File: src/rtl/robo_pkg.sv
// Shared state encodings and turn-direction codes for the wall-following robot controller.
package robo_pkg;

    typedef logic [2:0] robo_state_t;

    localparam robo_state_t STANDBY      = 3'd0;
    localparam robo_state_t AVANCANDO    = 3'd1;
    localparam robo_state_t ROTACIONANDO = 3'd2;
    localparam robo_state_t RET_ENTULHO  = 3'd3;
    localparam robo_state_t GIROS        = 3'd4;
    localparam robo_state_t FAULT        = 3'd5;

    localparam logic DIR_LEFT  = 1'b0;
    localparam logic DIR_RIGHT = 1'b1;

    function automatic logic is_turning(input robo_state_t s);
        return (s == ROTACIONANDO) || (s == GIROS);
    endfunction

endpackage

File: src/rtl/robo_debounce.sv
// Per-sensor front end: 2-flop synchroniser, plus a stability filter when ROBO_DEBOUNCE_EN is defined.
module robo_debounce #(
    parameter int unsigned DEBOUNCE_CYCLES = 3
) (
    input  logic clock,
    input  logic reset,
    input  logic d,
    output logic q
);

    logic s1, s2;

    always_ff @(negedge clock or negedge reset) begin
        if (!reset) begin
            s1 <= 1'b0;
            s2 <= 1'b0;
        end else begin
            s1 <= d;
            s2 <= s1;
        end
    end

`ifdef ROBO_DEBOUNCE_EN
    localparam int unsigned CW = $clog2(DEBOUNCE_CYCLES + 1);
    localparam logic [CW-1:0] CNT_LAST = CW'(DEBOUNCE_CYCLES - 1);

    logic [CW-1:0] cnt;
    logic          stable;

    // cnt tracks consecutive synchronised samples that disagree with the filtered value
    always_ff @(negedge clock or negedge reset) begin
        if (!reset) begin
            cnt    <= '0;
            stable <= 1'b0;
        end else if (s2 == stable) begin
            cnt <= '0;
        end else if (cnt == CNT_LAST) begin
            stable <= s2;
            cnt    <= '0;
        end else begin
            cnt <= cnt + 1'b1;
        end
    end

    assign q = stable;
`else
    // filter length has no meaning without the stability counter
    localparam int unsigned UNUSED_DEBOUNCE = DEBOUNCE_CYCLES;

    assign q = s2;
`endif

endmodule

File: src/rtl/robo_ctrl_param.sv
// Wall-following cleaning-robot controller: arming, collection timer, turn watchdog, latched FAULT.
// Optional sensor debouncing is enabled by defining ROBO_DEBOUNCE_EN.
module robo_ctrl_param
    import robo_pkg::*;
#(
    parameter int unsigned COLLECT_CYCLES  = 4,
    parameter int unsigned TURN_LIMIT      = 8,
    parameter int unsigned DEBOUNCE_CYCLES = 3
) (
    input  logic       clock,
    input  logic       reset,
    input  logic       start,
    input  logic       head,
    input  logic       left,
    input  logic       under,
    input  logic       barrier,
    output logic       avancar,
    output logic       girar,
    output logic       girar_dir,
    output logic       recolher_entulho,
    output logic [2:0] estado,
    output logic       fault
);

    localparam int unsigned COLL_W = $clog2(COLLECT_CYCLES + 1);
    localparam int unsigned TURN_W = $clog2(TURN_LIMIT + 1);
    localparam logic [COLL_W-1:0] COLL_LOAD = COLL_W'(COLLECT_CYCLES - 1);
    localparam logic [TURN_W-1:0] TURN_LAST = TURN_W'(TURN_LIMIT - 1);
    localparam logic [TURN_W-1:0] TURN_MAX  = TURN_W'(TURN_LIMIT);

    logic [3:0]        sens_raw, sens_q;
    logic              under_q, head_q, left_q, barrier_q;
    robo_state_t       state, state_n, rule_state;
    logic              armed, armed_n, rule_load, use_rules;
    logic [COLL_W-1:0] coll_cnt, coll_n;
    logic [TURN_W-1:0] turn_cnt, turn_n;

    assign sens_raw = {under, head, left, barrier};

    for (genvar i = 0; i < 4; i++) begin : g_front
        robo_debounce #(
            .DEBOUNCE_CYCLES(DEBOUNCE_CYCLES)
        ) u_debounce (
            .clock(clock),
            .reset(reset),
            .d    (sens_raw[i]),
            .q    (sens_q[i])
        );
    end

    assign {under_q, head_q, left_q, barrier_q} = sens_q;

    // Strict priority chain, so overlapping sensor patterns resolve one way only
    always_comb begin
        rule_state = AVANCANDO;
        rule_load  = 1'b0;
        if (under_q) begin
            rule_state = STANDBY;
        end else if (head_q && barrier_q) begin
            rule_state = STANDBY;
        end else if (barrier_q) begin
            rule_state = RET_ENTULHO;
            rule_load  = 1'b1;
        end else if (head_q) begin
            rule_state = left_q ? GIROS : ROTACIONANDO;
        end else if (!left_q && state == AVANCANDO) begin
            rule_state = ROTACIONANDO;
        end
        if (is_turning(rule_state) && turn_cnt == TURN_LAST) begin
            rule_state = FAULT;
        end
    end

    always_comb begin
        state_n   = state;
        coll_n    = coll_cnt;
        armed_n   = armed;
        use_rules = 1'b0;
        turn_n    = '0;
        if (is_turning(state)) begin
            turn_n = (turn_cnt == TURN_MAX) ? turn_cnt : turn_cnt + 1'b1;
        end
        if (under_q && state != FAULT) begin
            armed_n = 1'b0;
        end else if (start) begin
            armed_n = 1'b1;
        end
        case (state)
            STANDBY:                        use_rules = armed;
            AVANCANDO, ROTACIONANDO, GIROS: use_rules = 1'b1;
            RET_ENTULHO: begin
                if (coll_cnt != '0) begin
                    if (under_q) begin
                        state_n = STANDBY;
                    end else begin
                        coll_n = coll_cnt - 1'b1;
                    end
                end else begin
                    use_rules = 1'b1;
                end
            end
            FAULT: begin
                if (start) begin
                    state_n = STANDBY;
                end
            end
            default: state_n = STANDBY;
        endcase
        if (use_rules) begin
            state_n = rule_state;
            if (rule_load) begin
                coll_n = COLL_LOAD;
            end
        end
    end

    always_ff @(negedge clock or negedge reset) begin
        if (!reset) begin
            state    <= STANDBY;
            armed    <= 1'b0;
            coll_cnt <= '0;
            turn_cnt <= '0;
        end else begin
            state    <= state_n;
            armed    <= armed_n;
            coll_cnt <= coll_n;
            turn_cnt <= turn_n;
        end
    end

    always_comb begin
        avancar          = 1'b0;
        girar            = 1'b0;
        girar_dir        = DIR_LEFT;
        recolher_entulho = 1'b0;
        fault            = 1'b0;
        case (state)
            AVANCANDO:    avancar = 1'b1;
            ROTACIONANDO: begin
                girar     = 1'b1;
                girar_dir = DIR_LEFT;
            end
            GIROS: begin
                girar     = 1'b1;
                girar_dir = DIR_RIGHT;
            end
            RET_ENTULHO:  recolher_entulho = 1'b1;
            FAULT:        fault = 1'b1;
            default:      ;
        endcase
    end

    assign estado = state;

endmodule
File: config.mk
export PLATFORM = sky130hd
export DESIGN_NAME = robo_ctrl_param
export DESIGN_NICKNAME = d
export VERILOG_FILES = /design/src/rtl/robo_pkg.sv /design/src/rtl/robo_debounce.sv /design/src/rtl/robo_ctrl_param.sv
export SDC_FILE = /design/constraint.sdc
export NUM_CORES = 1
export LEC_CHECK = 0
export CAP_MARGIN = 20
export CELL_PAD_IN_SITES_DETAIL_PLACEMENT = 1
export CELL_PAD_IN_SITES_GLOBAL_PLACEMENT = 1
export CORE_UTILIZATION = 40
export DETAILED_ROUTE_END_ITERATION = 16
export GPL_TIMING_DRIVEN = 0
export MAX_ROUTING_LAYER = met4
export PLACE_DENSITY_LB_ADDON = 0.05
export SKIP_LAST_GASP = 1
export SLEW_MARGIN = 20
export SYNTH_ARGS = -nofsm -noshare
export SYNTH_HDL_FRONTEND = slang
export SYNTH_SLANG_ARGS = --single-unit
File: constraint.sdc
create_clock -name clock -period 4.9 [get_ports clock]
set_input_delay 0.98 -clock clock [delete_from_list [all_inputs] [get_ports clock]]
set_output_delay 0.98 -clock clock [all_outputs]
set_load 0.05 [all_outputs]
==> impl_metrics.toml, run 1 <==
[outcome]
run_status = "complete, no violations"

[power_and_ir_drop]
p_clk_share_pct = 20.2
pwr-share-seq_pct = 45.7
power_density_mw_per_mm2 = 333
p_leak_nw = 0.578
p_int_uw = 264
switching_share_pct = 34.7
p_total_uw = 404
comb_power_share_pct = 34.1
switchingPower_uw = 140
ir_drop_v = 0.000222

[timing]
relSlewSlack_pct = 42.9
rsz0062_at_grt = "no"
clock_skew_ps = 2.35
tightestPinTransition_ps = 854
tns_ps = 0
maxSlewViolCount = 0
setup_viol = 0
hold_ws_ps = 296
setup_ws_ps = 54.2
hold_violations = 0

[global_routing]
grt_pass1_vias = 692
grtUsageTotal_pct = 17.9
grt_max_degree = 20
grt-ovfl-total = 0
grt_antenna_before_repair = 0
grt_first_pass_wirelength_mm = 3.20

[logic_synthesis]
synth.top_cell.area_share_pct = 50.6
syn_nets = 100
synth.area.top_cells = "dfrtn_1 (51%), ha_1 (5.3%), inv_1 (3.2%), nand2_1 (2.8%), nor2_1 (2.8%)"
ys_seq_area_share_pct = 50.6
syn_area_sq_um = 940
yosys.area.top_type = "dfrtn_1"
synth-seq-cells = 19
synth_cell_types = 36
ys_warn_count = 0
synth_edf_count = 0
synthFlopType = "dfrtn_1"
synth_cells = 89
syn_avg_cell_area_sq_um = 10.6
async_flop_share_pct = 100

[drt]
vias_per_cell = 5.16
drc = 0
ant_nets = 0
drt_pre_antenna_iters = 2
wirelength_mm = 1.88
routedWlPerCell_um = 13.5
drtIter0Drc = 3
vias = 723

[place]
gp_congestion = 0.731
dp_hpwl_mm = 1.34
dp_cells = 131
port_buffers = 14
pre_cts_slack_ps = -470

[worst_setup_path]
endpoint_kind = "primary output"
rr_worst_depth = 6
arrival_ps = 3870
path_max_fanout = 10
r2r_start = "estado[2]"
critical_path_class = "reg2out"
cp-start-kind = "flop"
reg2reg_setup_slack_ps = 3100
required_ps = 3920
cp-startpoint = "estado[1]"
r2r_end = "coll_cnt[1]"

[final_layout]
instances_no_fill = 140
final_layout_size_suffix_gt1_share_pct = 24.1
area_growth_pct = 29.0
num_antenna_cells = 0
nets = 124

[hold_path]
min_from = "g_front[2].u_debounce.s1"
min_path_type = "reg2reg"
hold_depth = 0
min_to = "g_front[2].u_debounce.q"

[clock_tree]
h-tree-depth = 1
cts_tree = "yes"
cts_hold_buffers = 0
path_clk_slew_ps = 70
clkLatencyLatePin_ps = 300
clock_path_buffers = 2
cts-root-buf = "clkbuf_4"
clock_sinks = 19
cts_buffers = 3

[die]
die-area_sq_mm = 0.00255
die_y_um = 50.5
ios = 15
start_util_pct = 42.5
rows = 17
core_area_sq_mm = 0.00221
die_w_um = 50.5

[flow_run]
cap_violations = 0
synthesized netlist by cell type (all sizes together), types with 2 or more instances:
cell type / instances
a21boi: 2
a21oi: 4
buf: 3
dfrtn: 19
ha: 4
inv: 8
mux2i: 2
nand2: 7
nand2b: 4
nand3: 2
nor2: 7
nor3b: 2
o211ai: 2
o21ai: 2
or2: 2
xnor2: 2
xor2: 2
layout by cell type (no fill, tap or decap), drive strengths merged, types with 2 or more instances in the layout:
cell type      instances
clkbuf                 3
nor3b                  2
nand2b                 4
buf                   13
clkdlybuf4s50          6
or2                    2
inv                    7
nand3                  2
ha                     4
o21ai                  2
nor2                   7
dlygate4sd2            3
o211ai                 2
xor2                   2
xnor2                  2
mux2i                  2
a21boi                 2
a21oi                  4
nand2                  7
dfrtn                 19
routing by layer:
metal  GRT usage, %  vias up  routed length (um)
li1               -      349                   -
met1           21.6      353                 800
met2           28.9       16                 973
met3           1.82        5                  56
met4           11.1        0                  53
met5              -        -                   0
critical path, cell delays in order, from the launching register on:
cell and delay, ps:
dfrtn_1 420, buf_6 160, and2_4 160, nor2b_4 110, buf_2 250
state kept, by name, indices dropped and copies added, names as in the netlist:
name and cells:
estado 3, g_front.u_debounce.s1 4, g_front.u_debounce.q 4, armed 1, turn_cnt 4, coll_cnt 3
power by group through the flow:
| stage | clock (mW) | combinational (mW) | sequential, mW |
|---|---|---|---|
| floorplan | 0 | 0.0830 | 0.197 |
| global placement | 0 | 0.126 | 0.187 |
| detailed placement | 0 | 0.130 | 0.189 |
| CTS | 0.0851 | 0.127 | 0.185 |
| global route | 0.0897 | 0.150 | 0.187 |
| finish | 0.0816 | 0.138 | 0.185 |
worst max-delay path by stage:
| stage | slack [ps] | cells after the start | to |
|---|---|---|---|
| final | 50 | 4 | recolher_entulho |
| after global routing | 8 | 4 | recolher_entulho |
| after CTS | -100 | 5 | girar |
| after detailed placement | -470 | 5 | girar |
| after global placement | -450 | 5 | girar |
| after floorplan | -20 | 4 | girar |
layout make-up:
class / count / area, sq um
flip-flops and latches: 19 / 475
multi-input cells: 59 / 449
clock buffers: 3 / 22.5
clock inverters: 1 / 5.00
fillers: 251 / 1000
repair buffers: 19 / 158
plain buffers: 3 / 33.8
inverters: 8 / 33.8
well taps: 28 / 35.0
repair_timing:
item | in CTS | in global routing
gates resized for setup | 29 | 4
endpoints found under the setup margin | 8 | 3
pin swaps | 0 | 1
buffers inserted | 1 | 4
metrics by stage:
stage / instance area, sq um / utilization, %
3_3_place_gp: 1160 / 52.3
5_1_grt: 1210 / 54.8
3_5_place_dp: 1160 / 52.3
4_1_cts: 1170 / 53.1
2_1_floorplan: 982 / -
6_report: 1210 / 54.8
cells by family (layout without fill, tap and decap cells):
kind of cell / after synthesis / in the layout / share of synthesized area, %
AO/OA/AOI/OAI: 17 / 17 / 13.6
adder cells (fa/ha/maj): 4 / 4 / 5.33
buffers and inverters: 11 / 34 / 5.33
flip-flops: 19 / 19 / 50.6
AND/OR/NAND/NOR: 32 / 32 / 19.3
multiplexers: 2 / 2 / 2.13
XOR/XNOR: 4 / 4 / 3.73
Power figures use the tool's default switching activity.
==> run 2, diff against run 1 <==
--- a/config.mk
+++ b/config.mk
@@ -8,7 +8,7 @@
 export CAP_MARGIN = 20
 export CELL_PAD_IN_SITES_DETAIL_PLACEMENT = 1
 export CELL_PAD_IN_SITES_GLOBAL_PLACEMENT = 1
-export CORE_UTILIZATION = 40
+export CORE_UTILIZATION = 27
 export DETAILED_ROUTE_END_ITERATION = 16
 export GPL_TIMING_DRIVEN = 0
 export MAX_ROUTING_LAYER = met4
==> run 2 against run 1 <==
Against the previous run:
- critical path type unchanged
- highest routed layer unchanged
- via count up 0.14%
- worst hold slack worse by 1.6 ps
- non-clock buffer count stayed put
- clock skew increased by 3.4 ps
- final cell count grew 13%
- flip-flop and latch count stayed put
==> impl_metrics.toml, run 2 (same netlist as run 1, synthesis figures left out) <==
[final_layout]
seq_area_sq_um = 475
area_growth_pct = 31.3
multi_input_area_sq_um = 439
fillers = 400
final_area_sq_mm = 0.00123
layout_common_cells = "dfrtn_1 (19), inv_1 (7), nand2_1 (7), nor2_1 (7)"
final_layout_size_suffix_gt1_share_pct = 22.3
num_antenna_cells = 0
layout_commonest_cell = "dfrtn_1"
nets = 124

[power_and_ir_drop]
ir_drop_v = 0.000138
p_clk_share_pct = 20.2
p_total_uw = 398
p_int_uw = 260
switchingPower_uw = 138
pwr-share-seq_pct = 46.4
power_density_mw_per_mm2 = 322
switching_share_pct = 34.6
comb_power_share_pct = 33.3
p_leak_nw = 0.578

[die]
die_y_um = 61.0
start_util_pct = 28.2
die_w_um = 61.0
ios = 15
core_area_sq_mm = 0.00334
rows = 21
die-area_sq_mm = 0.00372

[timing]
hold_ws_ps = 294
hold_violations = 0
relSlewSlack_pct = 39.7
rsz0062_at_grt = "yes"
tns_ps = 0
clock_skew_ps = 5.79
setup_viol = 0
maxSlewViolCount = 0
tightestPinTransition_ps = 901

[global_routing]
grt-ovfl-total = 0
grt_max_degree = 20
grt_antenna_before_repair = 0
grtUsageTotal_pct = 12.9
grt_pass1_vias = 692
grt_first_pass_wirelength_mm = 3.28

[worst_setup_path]
required_ps = 3920
endpoint_kind = "primary output"
arrival_ps = 3880
path_delay_family = "buffers and inverters"
path_buf_inv = 2
path_max_fanout = 3
critical_path_class = "reg2out"
critPathMaxStageDelay_ps = 520
cp_slowest_cell = "dlygate4sd2_1"
crit_chain = "buf_4 > dlygate4sd2_1"
cp-start-kind = "flop"

[place]
postPlaceCellArea_sq_mm = 0.00118
gp_congestion = 0.682
port_buffers = 14
dp_hpwl_mm = 1.40

[clock_tree]
h-tree-depth = 1
path_clk_slew_ps = 80
clock_path_buffers = 2
clkLatencyLatePin_ps = 290
clock_sinks = 19
cts_buffers = 3
cts-root-buf = "clkbuf_4"
cts_tree = "yes"
cts_hold_buffers = 0

[drt]
vias_per_cell = 4.58
vias = 724
drtIter0Drc = 13
wirelength_mm = 1.98
ant_nets = 0
drc = 0
drt_pre_antenna_iters = 4
routedWlPerCell_um = 12.6

[outcome]
run_status = "complete, no violations"

[flow_run]
cap_violations = 0

[hold_path]
min_path_type = "reg2reg"
[run 2: cell count changes in the layout (fill, tap and decap cells not counted), sizes merged]
cell    previous run  this run
buf               13        12
clkbuf             3         4
[run 2: metrics by stage]
step | worst slack (ps) | utilization [%] | instances
after floorplan | -24.2 | - | 89
after global placement | -445 | 35.4 | 149
after detailed placement | -451 | 35.4 | 149
after CTS | -190 | 35.5 | 153
after global routing | -36.8 | 37.0 | 158
final | 43.8 | 37.0 | 158
[run 2: worst paths after layout]
check	startpoint	end	slack, ps	depth (start not counted)
worst min register to register	g_front[0].u_debounce.s1	g_front[0].u_debounce.q	290	0
worst max-delay path	estado[2]	estado[2]	40	2
worst min-delay path	g_front[0].u_debounce.s1	g_front[0].u_debounce.q	290	0
worst max register to register	coll_cnt[0]	coll_cnt[2]	3140	6
max in group asynchronous	reset	turn_cnt[1]	800	1
min in group asynchronous	reset	coll_cnt[2]	3510	1
[run 2: layout make-up]
class,count,area share [%]
flip-flops and latches,19,38.5
multi-input cells,59,35.6
repair buffers,19,13.5
well taps,46,4.67
plain buffers,3,2.74
inverters,8,2.74
clock buffers,3,1.83
clock inverters,1,0.406
[run 2: metal layers]
metal,GRT usage [%],wire (um),part of all wire (%)
met1,16.3,942,47
met4,5.84,12,0.60
met5,-,0,0
met2,19.8,969,49
met3,2.56,60,3.0
[run 2: worst register-to-register path: cells and delay by family, from the launching register on]
kind / cells / cell delay, ps
flip-flops: 1 / 340
AND/OR/NAND/NOR: 2 / 450
adder cells (fa/ha/maj): 1 / 180
buffers and inverters: 1 / 110
AO/OA/AOI/OAI: 2 / 530
[run 2: timing repair]
item,in CTS,in global routing
setup buffers,0,5
resized for setup,31,3
endpoints found under the setup margin,8,5
[run 2: power by group through the flow]
| stage | logic, mW | registers [mW] | clock network, mW |
|---|---|---|---|
| floorplan | 0.0830 | 0.197 | 0 |
| global placement | 0.128 | 0.187 | 0 |
| detailed placement | 0.131 | 0.188 | 0 |
| CTS | 0.127 | 0.185 | 0.0893 |
| global route | 0.145 | 0.187 | 0.0946 |
| finish | 0.133 | 0.185 | 0.0805 |
==> run 3, diff against run 2 <==
--- a/config.mk
+++ b/config.mk
@@ -8,6 +8,7 @@
 export CAP_MARGIN = 20
 export CELL_PAD_IN_SITES_DETAIL_PLACEMENT = 1
 export CELL_PAD_IN_SITES_GLOBAL_PLACEMENT = 1
+export CORE_ASPECT_RATIO = 1.5
 export CORE_UTILIZATION = 27
 export DETAILED_ROUTE_END_ITERATION = 16
 export GPL_TIMING_DRIVEN = 0
==> constraint.sdc (replaced) <==
create_clock -name clock -period 4 [get_ports clock]
set_input_delay 0.8 -clock clock [delete_from_list [all_inputs] [get_ports clock]]
set_output_delay 0.8 -clock clock [all_outputs]
set_load 0.05 [all_outputs]
==> run 3 against run 2 <==
Against the previous run:
- the flow now finishes with violations (setup timing)
- final cell count up 1.3%
- utilization up 4.5 points
- non-clock buffer count increased by 8
- sequential power rose by 22%
- register-to-register slack got worse by 950 ps
- die area increased by 0.12%
- global-route usage grew 0.93 points
- clock power increased by 69%
- clock skew about the same
- routed wire length is 8.3% higher
- flip-flop and latch count did not move
- critical endpoint is now girar
- largest power group unchanged
==> impl_metrics.toml, run 3 (same netlist as run 1, synthesis figures left out) <==
[clock_tree]
path_clk_slew_ps = 50
cts_tree = "yes"
clkLatencyLatePin_ps = 270
cts_buffers = 3
cts-root-buf = "clkbuf_8"
clock_path_buffers = 2
clock_sinks = 19
h-tree-depth = 1

[final_layout]
final_layout_size_suffix_gt1_share_pct = 31.7
final_core_util_pct = 41.5
area_growth_pct = 42.2
num_antenna_cells = 0
instances_no_fill = 160
layout_commonest_cell = "dfrtn_1"
nets = 132
layout_common_cells = "dfrtn_1 (19), buf_4 (13), nand2_1 (7), nor2_1 (7)"

[place]
gp_congestion = 0.722
dp_cells = 143
port_buffers = 14
dp_hpwl_mm = 1.45

[die]
die-area_sq_mm = 0.00372
ios = 15
core_area_sq_mm = 0.00322
rows = 25
start_util_pct = 29.2
die_y_um = 74.3
die_w_um = 50.2

[power_and_ir_drop]
comb_power_share_pct = 34.4
p_int_uw = 372
switching_share_pct = 32.7
p_leak_nw = 0.612
ir_drop_v = 0.000201
pwr-share-seq_pct = 41.0
p_clk_share_pct = 24.6
power_density_mw_per_mm2 = 414
switchingPower_uw = 181
p_total_uw = 553

[worst_setup_path]
reg2reg_setup_slack_ps = 2190
cp_slowest_cell = "dfrtn_1"
rr_worst_depth = 6
cp-start-kind = "flop"
crit_chain = "buf_6 > xor2_1 > nand2b_1 > clkinvlp_4 > buf_8"
cp-startpoint = "estado[2]"
required_ps = 3200
endpoint_kind = "primary output"
r2r_start = "estado[0]"
critical_path_class = "reg2out"
critPathMaxStageDelay_ps = 430
path_max_fanout = 5
path_delay_family = "flip-flops"
path_buf_inv = 3
r2r_end = "coll_cnt[2]"
arrival_ps = 3340

[drt]
drt_pre_antenna_iters = 4
vias_per_cell = 4.67
wirelength_mm = 2.15
routedWlPerCell_um = 13.4
drtIter0Drc = 3
vias = 747
ant_nets = 0
drc = 0

[global_routing]
grt_pass1_vias = 879
grt_max_degree = 20
grtUsageTotal_pct = 13.8
grt_antenna_before_repair = 0
grt-ovfl-total = 0
grt_first_pass_wirelength_mm = 3.73

[timing]
relSlewSlack_pct = 41.1
clock_skew_ps = 5.55
hold_ws_ps = 296
tightestPinTransition_ps = 881
rsz0062_at_grt = "yes"
tns_ps = -430
setup_viol = 6
setup_ws_ps = -141
maxSlewViolCount = 0
hold_violations = 0

[hold_path]
min_to = "g_front[3].u_debounce.q"
min_from = "g_front[3].u_debounce.s1"
hold_depth = 0
min_path_type = "reg2reg"

[outcome]
violations = "setup timing"
run_status = "finished, violations left"

[flow_run]
cap_violations = 0
run 3: changes by cell type in the layout (fill, tap and decap cells not counted), moves of 2 or more:
cell           change
clkinvlp_4         +2
clkbuf_8           +3
dlygate4sd2_1      -2
clkbuf_4           -4
buf_4              +7
inv_1              -2
buf_8              +2
run 3: metal layers:
layer / track usage, % / wire (um)
met5: - / 0
met4: 6.03 / 23
met3: 2.04 / 55
met2: 26.5 / 1210
met1: 13.3 / 863
run 3: worst max path at each step:
stage          cells after the start  slack, ps    end
2_1_floorplan                      4       -290  girar
3_3_place_gp                       5       -730  girar
3_5_place_dp                       5       -730  girar
4_1_cts                            5       -150  girar
5_1_grt                            5       -220  girar
6_report                           5       -140  girar
run 3: metrics by stage:
| step | area [sq um] | setup WS (ps) |
|---|---|---|
| after floorplan | 986 | -294 |
| after detailed placement | 1180 | -725 |
| after global placement | 1180 | -728 |
| final | 1340 | -141 |
| after CTS | 1340 | -153 |
| after global routing | 1340 | -221 |
run 3: cell type report:
class | count | area, sq um
plain buffers | 3 | 33.8
clock buffers | 3 | 41.3
clock inverters | 1 | 7.51
fillers | 366 | 1890
inverters | 8 | 37.5
multi-input cells | 59 | 444
flip-flops and latches | 19 | 475
well taps | 40 | 50.0
repair buffers | 27 | 246
run 3: worst reg2reg max path, cell delays in order (launching register included):
cell and delay (ps):
dfrtn_1 360, buf_6 140, and2_4 150, buf_4 120, a2111o_1 420, or2_2 330
a21boi_0 140
run 3: repair_timing:
action / in CTS / in global routing
setup buffers: 13 / 0
resized for setup: 48 / 0
pin swaps: 2 / 0
setup endpoints to repair: 8 / 6
hold buffers: 0 / 0
run 3: power groups by stage:
stage          Clock (mW)  Sequential (mW)  Combinational [mW]
2_1_floorplan           0            0.242               0.102
3_3_place_gp            0            0.230               0.158
3_5_place_dp            0            0.231               0.161
4_1_cts             0.145            0.227               0.191
5_1_grt             0.152            0.230               0.207
6_report            0.136            0.226               0.190
